==> src/rtl/rf_wb_arbiter_if.sv <==
// Bus between the write-back producers, the arbiter and the register-file write port.
// The master side drives producer requests; the slave side (the arbiter) drives rf/pending.
interface rf_wb_arbiter_if #(
  parameter int unsigned PTR_W = 2
);
  logic              pipe_we;
  logic [4:0]        pipe_addr;
  logic [31:0]       pipe_data;
  logic [31:0]       pipe_pc;
  logic              md_valid;
  logic              md_ready;
  logic [4:0]        md_addr;
  logic [31:0]       md_data;
  logic [31:0]       md_pc;
  logic              rf_we;
  logic [4:0]        rf_addr;
  logic [31:0]       rf_data;
  logic [31:0]       rf_pc;
  logic [31:0]       pending;
  logic [PTR_W:0]    q_count;

  modport master (
    output pipe_we, pipe_addr, pipe_data, pipe_pc,
    output md_valid, md_addr, md_data, md_pc,
    input  md_ready, rf_we, rf_addr, rf_data, rf_pc, pending, q_count
  );

  modport slave (
    input  pipe_we, pipe_addr, pipe_data, pipe_pc,
    input  md_valid, md_addr, md_data, md_pc,
    output md_ready, rf_we, rf_addr, rf_data, rf_pc, pending, q_count
  );
endinterface

==> src/rtl/rf_wb_arbiter.sv <==
// Register-file write-back arbiter: pipeline writes take priority, long-latency results
// queue in a small FIFO with WAW squash, and a pending mask tracks queued destinations.
module rf_wb_arbiter #(
  parameter int unsigned DEPTH = 4,
  parameter int unsigned PTR_W = 2
) (
  input  logic          clk,
  input  logic          rst,
  rf_wb_arbiter_if.slave bus
);
  localparam int unsigned AW = 5;
  localparam int unsigned DW = 32;
  localparam int unsigned CW = PTR_W + 1;

  typedef struct packed {
    logic          live;
    logic [AW-1:0] addr;
    logic [DW-1:0] data;
    logic [DW-1:0] pc;
  } entry_t;

  entry_t             mem_q [DEPTH];
  entry_t             mem_d [DEPTH];
  logic [PTR_W-1:0]   head_q, head_d, tail_q, tail_d;
  logic [CW-1:0]      count_q, count_d;
  logic               rf_we_q, rf_we_d;
  logic [AW-1:0]      rf_addr_q, rf_addr_d;
  logic [DW-1:0]      rf_data_q, rf_data_d;
  logic [DW-1:0]      rf_pc_q, rf_pc_d;

  logic               md_ready_c, pipe_fire_c, push_c, pop_c;
  logic [31:0]        pending_c;

  assign md_ready_c  = rst && (count_q != CW'(DEPTH));
  assign pipe_fire_c = bus.pipe_we && (bus.pipe_addr != '0);
  assign push_c      = bus.md_valid && md_ready_c && (bus.md_addr != '0);
  assign pop_c       = !pipe_fire_c && (count_q != '0);

  // Next state: pipeline wins the port, else the FIFO head drains; squash applies after push.
  always_comb begin
    mem_d     = mem_q;
    head_d    = head_q;
    tail_d    = tail_q;
    rf_we_d   = 1'b0;
    rf_addr_d = rf_addr_q;
    rf_data_d = rf_data_q;
    rf_pc_d   = rf_pc_q;
    if (pipe_fire_c) begin
      rf_we_d   = 1'b1;
      rf_addr_d = bus.pipe_addr;
      rf_data_d = bus.pipe_data;
      rf_pc_d   = bus.pipe_pc;
    end else if (pop_c) begin
      rf_we_d               = mem_q[head_q].live;
      rf_addr_d             = mem_q[head_q].addr;
      rf_data_d             = mem_q[head_q].data;
      rf_pc_d               = mem_q[head_q].pc;
      mem_d[head_q].live    = 1'b0;
      head_d                = head_q + PTR_W'(1);
    end
    if (push_c) begin
      mem_d[tail_q] = '{live: 1'b1, addr: bus.md_addr, data: bus.md_data, pc: bus.md_pc};
      tail_d        = tail_q + PTR_W'(1);
    end
    if (pipe_fire_c) begin
      for (int unsigned i = 0; i < DEPTH; i++) begin
        if (mem_d[PTR_W'(i)].addr == bus.pipe_addr) mem_d[PTR_W'(i)].live = 1'b0;
      end
    end
    count_d = count_q + CW'(push_c) - CW'(pop_c);
  end

  // Popped and reset slots have live cleared, so live alone means "stored and not squashed".
  always_comb begin
    pending_c = '0;
    for (int unsigned i = 0; i < DEPTH; i++) begin
      if (mem_q[PTR_W'(i)].live) pending_c[mem_q[PTR_W'(i)].addr] = 1'b1;
    end
    pending_c[0] = 1'b0;
  end

  always_ff @(posedge clk or negedge rst) begin
    if (!rst) begin
      for (int unsigned i = 0; i < DEPTH; i++) mem_q[PTR_W'(i)] <= '0;
      head_q    <= '0;
      tail_q    <= '0;
      count_q   <= '0;
      rf_we_q   <= 1'b0;
      rf_addr_q <= '0;
      rf_data_q <= '0;
      rf_pc_q   <= '0;
    end else begin
      for (int unsigned i = 0; i < DEPTH; i++) mem_q[PTR_W'(i)] <= mem_d[PTR_W'(i)];
      head_q    <= head_d;
      tail_q    <= tail_d;
      count_q   <= count_d;
      rf_we_q   <= rf_we_d;
      rf_addr_q <= rf_addr_d;
      rf_data_q <= rf_data_d;
      rf_pc_q   <= rf_pc_d;
    end
  end

  assign bus.md_ready = md_ready_c;
  assign bus.rf_we    = rf_we_q;
  assign bus.rf_addr  = rf_addr_q;
  assign bus.rf_data  = rf_data_q;
  assign bus.rf_pc    = rf_pc_q;
  assign bus.pending  = pending_c;
  assign bus.q_count  = count_q;
endmodule

==> src/flat_wrapper.sv <==
// flat-port wrapper written by rule: the top's interface ports become plain ports
module rf_wb_arbiter_flat 
#(
  parameter int unsigned DEPTH = 4,
  parameter int unsigned PTR_W = 2
)
  (clk, rst, bus_pipe_we, bus_pipe_addr, bus_pipe_data, bus_pipe_pc, bus_md_valid, bus_md_addr, bus_md_data, bus_md_pc, bus_md_ready, bus_rf_we, bus_rf_addr, bus_rf_data, bus_rf_pc, bus_pending, bus_q_count);
  rf_wb_arbiter_if #(.PTR_W(PTR_W)) bus_i ();
  input  logic clk;
  input  logic rst;
  input wire logic [$bits(bus_i.pipe_we)-1:0] bus_pipe_we;
  input wire logic [$bits(bus_i.pipe_addr)-1:0] bus_pipe_addr;
  input wire logic [$bits(bus_i.pipe_data)-1:0] bus_pipe_data;
  input wire logic [$bits(bus_i.pipe_pc)-1:0] bus_pipe_pc;
  input wire logic [$bits(bus_i.md_valid)-1:0] bus_md_valid;
  input wire logic [$bits(bus_i.md_addr)-1:0] bus_md_addr;
  input wire logic [$bits(bus_i.md_data)-1:0] bus_md_data;
  input wire logic [$bits(bus_i.md_pc)-1:0] bus_md_pc;
  output wire logic [$bits(bus_i.md_ready)-1:0] bus_md_ready;
  output wire logic [$bits(bus_i.rf_we)-1:0] bus_rf_we;
  output wire logic [$bits(bus_i.rf_addr)-1:0] bus_rf_addr;
  output wire logic [$bits(bus_i.rf_data)-1:0] bus_rf_data;
  output wire logic [$bits(bus_i.rf_pc)-1:0] bus_rf_pc;
  output wire logic [$bits(bus_i.pending)-1:0] bus_pending;
  output wire logic [$bits(bus_i.q_count)-1:0] bus_q_count;
  assign bus_i.pipe_we = bus_pipe_we;
  assign bus_i.pipe_addr = bus_pipe_addr;
  assign bus_i.pipe_data = bus_pipe_data;
  assign bus_i.pipe_pc = bus_pipe_pc;
  assign bus_i.md_valid = bus_md_valid;
  assign bus_i.md_addr = bus_md_addr;
  assign bus_i.md_data = bus_md_data;
  assign bus_i.md_pc = bus_md_pc;
  assign bus_md_ready = bus_i.md_ready;
  assign bus_rf_we = bus_i.rf_we;
  assign bus_rf_addr = bus_i.rf_addr;
  assign bus_rf_data = bus_i.rf_data;
  assign bus_rf_pc = bus_i.rf_pc;
  assign bus_pending = bus_i.pending;
  assign bus_q_count = bus_i.q_count;
  rf_wb_arbiter #(.DEPTH(DEPTH), .PTR_W(PTR_W)) u_core (.clk(clk), .rst(rst), .bus(bus_i));
endmodule
==> config.mk <==
export PLATFORM = sky130hd
export DESIGN_NAME = rf_wb_arbiter_flat
export DESIGN_NICKNAME = d
export VERILOG_FILES = /design/src/rtl/rf_wb_arbiter_if.sv /design/src/rtl/rf_wb_arbiter.sv /design/src/flat_wrapper.sv
export SDC_FILE = /design/constraint.sdc
export NUM_CORES = 1
export LEC_CHECK = 0
export ABC_CLOCK_PERIOD_IN_PS = 2300
export CAP_MARGIN = 20
export CORE_MARGIN = 2
export CORE_UTILIZATION = 50
export DETAILED_ROUTE_END_ITERATION = 7
export GPL_ROUTABILITY_DRIVEN = 0
export PLACE_DENSITY = 0.85
export SYNTH_ARGS = -nofsm -noshare
export SYNTH_HDL_FRONTEND = slang
export SYNTH_SLANG_ARGS = --single-unit
==> constraint.sdc <==
create_clock -name clk -period 2.3 [get_ports clk]
set_input_delay 0.46 -clock clk [delete_from_list [all_inputs] [get_ports clk]]
set_output_delay 0.46 -clock clk [all_outputs]
set_load 0.05 [all_outputs]
==> results.toml <==
[sta]
tns_ns = -5.616
fin_skew_ns = 0.01865
maxSlewViolCount = 0
fin_crit_ns = 2.673
layout_setup_ws_ns = -0.3727
period_share = 1.162
relSlewSlack = 0.2840
tightestPinTransition_ns = 1.074
finalHoldViolations = 0
fmax_mhz = 374.2
rsz0062_at_grt = "true"
setup_violations = 33

[grt]
grt_pass1_vias = 15351
grt_use_total = 0.2875
grt_max_degree = 193
antenna_found_initial = 6
grt_pass1_wl_mm = 81.91
grt_overflow = 0

[power_and_ir_drop]
ir_worst_vdd_v = 0.0009842
powerDensity_mw_per_mm2 = 1483
power.leakage_uw = 0.01112

[route]
routed_wl_mm = 55.66
firstDrtPassIters = 6
drtIter0Drc = 1541
post_drt_wl_per_cell_um = 21.49
drtAntennaViolNets = 0
drc = 0
viasPerCell = 5.956
dr_total_vias = 15425

[clock_network]
clk_latency_ns = 0.53
clk_pin_slew_ns = 0.06
clock_sinks = 357
cts_buffers = 39
cts_tree = "built"
clockBufferDepth = 3
clockRootBuffer = "clkbuf_16"
htreeDepth = 2

[die]
die_w_um = 189.6
dieArea_sq_mm = 0.03593
core_sq_mm = 0.03370
num_rows = 67
start_util = 0.5108
ios = 248
die_h_um = 189.6

[logic_synthesis]
syn_area_per_cell_sq_um = 9.490
yosysSeqAreaShare = 0.5189
synth_nets = 1967
synth_area_sq_mm = 0.01722
synth_edf_count = 0
ys_async_sr_fraction = 1.000
ys_types = 51
synth_seq_cells = 357
synthCells = 1814
synth_flop_cell = "dfrtp_1"
yosysWarnings = 0

[place]
dp_hpwl_mm = 32.48
io_buffers = 246
dp_cells = 2471
dpl_worst_slack_ns = -0.7235
placed_area_sq_mm = 0.02101

[critical_path]
critPathArrivalTime_ns = 2.21
endpoint_kind = "output port"
path_max_fanout = 6
r2r_slack_ns = 0.10
startpoint_type = "flip-flop"
criticalPathCategory = "reg -> out"
cp_data_required_time_ns = 1.84

[worst_hold_path]
min_path_type = "in -> async"

[cells_and_area]
fin_util = 0.6917
stdcell_area_sq_mm = 0.02331
layout-drive-gt1-share = 0.1987
fin_cells = 2590
area_growth_pct = 35.40
fin_nets = 2264

[flow_run]
cap_violations = 0

[status]
status = "finished with violations"
violations = "setup timing"
## timing repair
action	in CTS	in global routing
pin swaps	14	31
hold buffers	1	0
endpoints found under the setup margin	44	47
resized for setup	68	99
buffers inserted	13	34
endpoints found under the hold margin	4	0
## path summary, 6_finish.rpt
kind | from | end | cells past startpoint
worst min-delay path | rst | u_core.bus.rf_data[6] | 2
max in group asynchronous | rst | u_core.mem_q[149] | 3
worst max-delay path | u_core.mem_q[136] | bus_pending[27] | 5
worst min register to register | u_core.mem_q[31] | u_core.mem_q[31] | 2
worst max register to register | u_core.bus.q_count[0] | u_core.mem_q[139] | 7
min in group clk | u_core.mem_q[31] | u_core.mem_q[31] | 2
## power by group
group | switching, uW | internal, uW | leakage, uW
Combinational | 9190 | 7190 | 0.00608
Sequential | 2340 | 9240 | 0.00437
Clock | 2590 | 4010 | 0.000671
Total | 14100 | 20400 | 0.0111
## layout by cell type (no fill, tap or decap), drive strengths merged, types with 18 or more instances in the layout
cell | Yosys | final
buf | 63 | 160
nand2 | 803 | 803
clkbuf | 57 | 57
inv | 21 | 22
a21oi | 74 | 74
o21ai | 18 | 18
mux4 | 70 | 70
clkdlybuf4s50 | 0 | 206
nand3 | 26 | 26
mux2i | 68 | 68
dfrtp | 357 | 357
nor2 | 85 | 85
## flip-flops by register name, summed over array words and instances, names as in the netlist
| signal | count |
|---|---|
| u_core.bus.q_count | 3 |
| u_core.bus.rf_addr | 5 |
| u_core.bus.rf_data | 32 |
| u_core.bus.rf_pc | 32 |
| u_core.bus.rf_we | 1 |
| u_core.head_q | 2 |
| u_core.mem_q | 280 |
| u_core.tail_q | 2 |
## kinds of logic after synthesis
group                    share of synthesized area
AO/OA/AOI/OAI                              0.06636
XOR/XNOR                                  0.009666
adder cells (fa/ha/maj)                   0.008431
buffers and inverters                      0.03728
flip-flops                                  0.5189
multiplexers                                0.1383
other                                    0.0002178
AND/OR/NAND/NOR                             0.2208
## worst max-delay path, stage by stage, from the launching register on
cell	delay, ns
dfrtp_2	0.47
buf_6	0.15
nand3b_1	0.35
o22ai_1	0.32
a221o_1	0.23
buf_12	0.16
## cells in the mapped netlist (all sizes together) (5+ instances only)
cell type,count,area (sq um)
a21oi,74,370.4
a221o,14,140.1
a22oi,15,112.6
and3,7,43.79
buf,63,349.1
clkbuf,57,214.0
dfrtp,357,8934
ha,10,125.1
inv,21,78.82
mux2,11,123.9
mux2i,68,680.7
mux4,70,1577
nand2,803,3014
nand3,26,130.1
nand3b,5,37.54
nor2,85,321.6
nor3,6,30.03
nor3b,10,75.07
o211ai,6,45.04
o21ai,18,90.08
o221ai,11,96.34
o22ai,8,50.05
xnor2,16,140.1
## final cells by class
class | instances | area [sq um]
well taps | 448 | 560.5
clock buffers | 54 | 1134
clock inverters | 15 | 219.0
repair buffers | 376 | 4134
multi-input cells | 1316 | 8199
flip-flops and latches | 357 | 8970
fillers | 2285 | 10390
diodes | 3 | 7.507
inverters | 21 | 86.33
## per-layer routing
metal | GRT usage | up-vias | routed length (um)
li1 | - | 6634 | -
met1 | 0.3769 | 7495 | 20820
met2 | 0.4741 | 1017 | 26400
met3 | 0.06087 | 273 | 5786
met4 | 0.1079 | 6 | 2625
met5 | 0 | - | 35
## metrics by stage
stage | total power, uW | hold WS (ns)
6_report | 34560 | 0.3392
4_1_cts | 33110 | 0.3258
2_1_floorplan | 20650 | 0.1644
3_5_place_dp | 25980 | 0.2754
3_3_place_gp | 25320 | 0.2757
5_1_grt | 36100 | 0.3291
(Power assumes the default switching activity.)
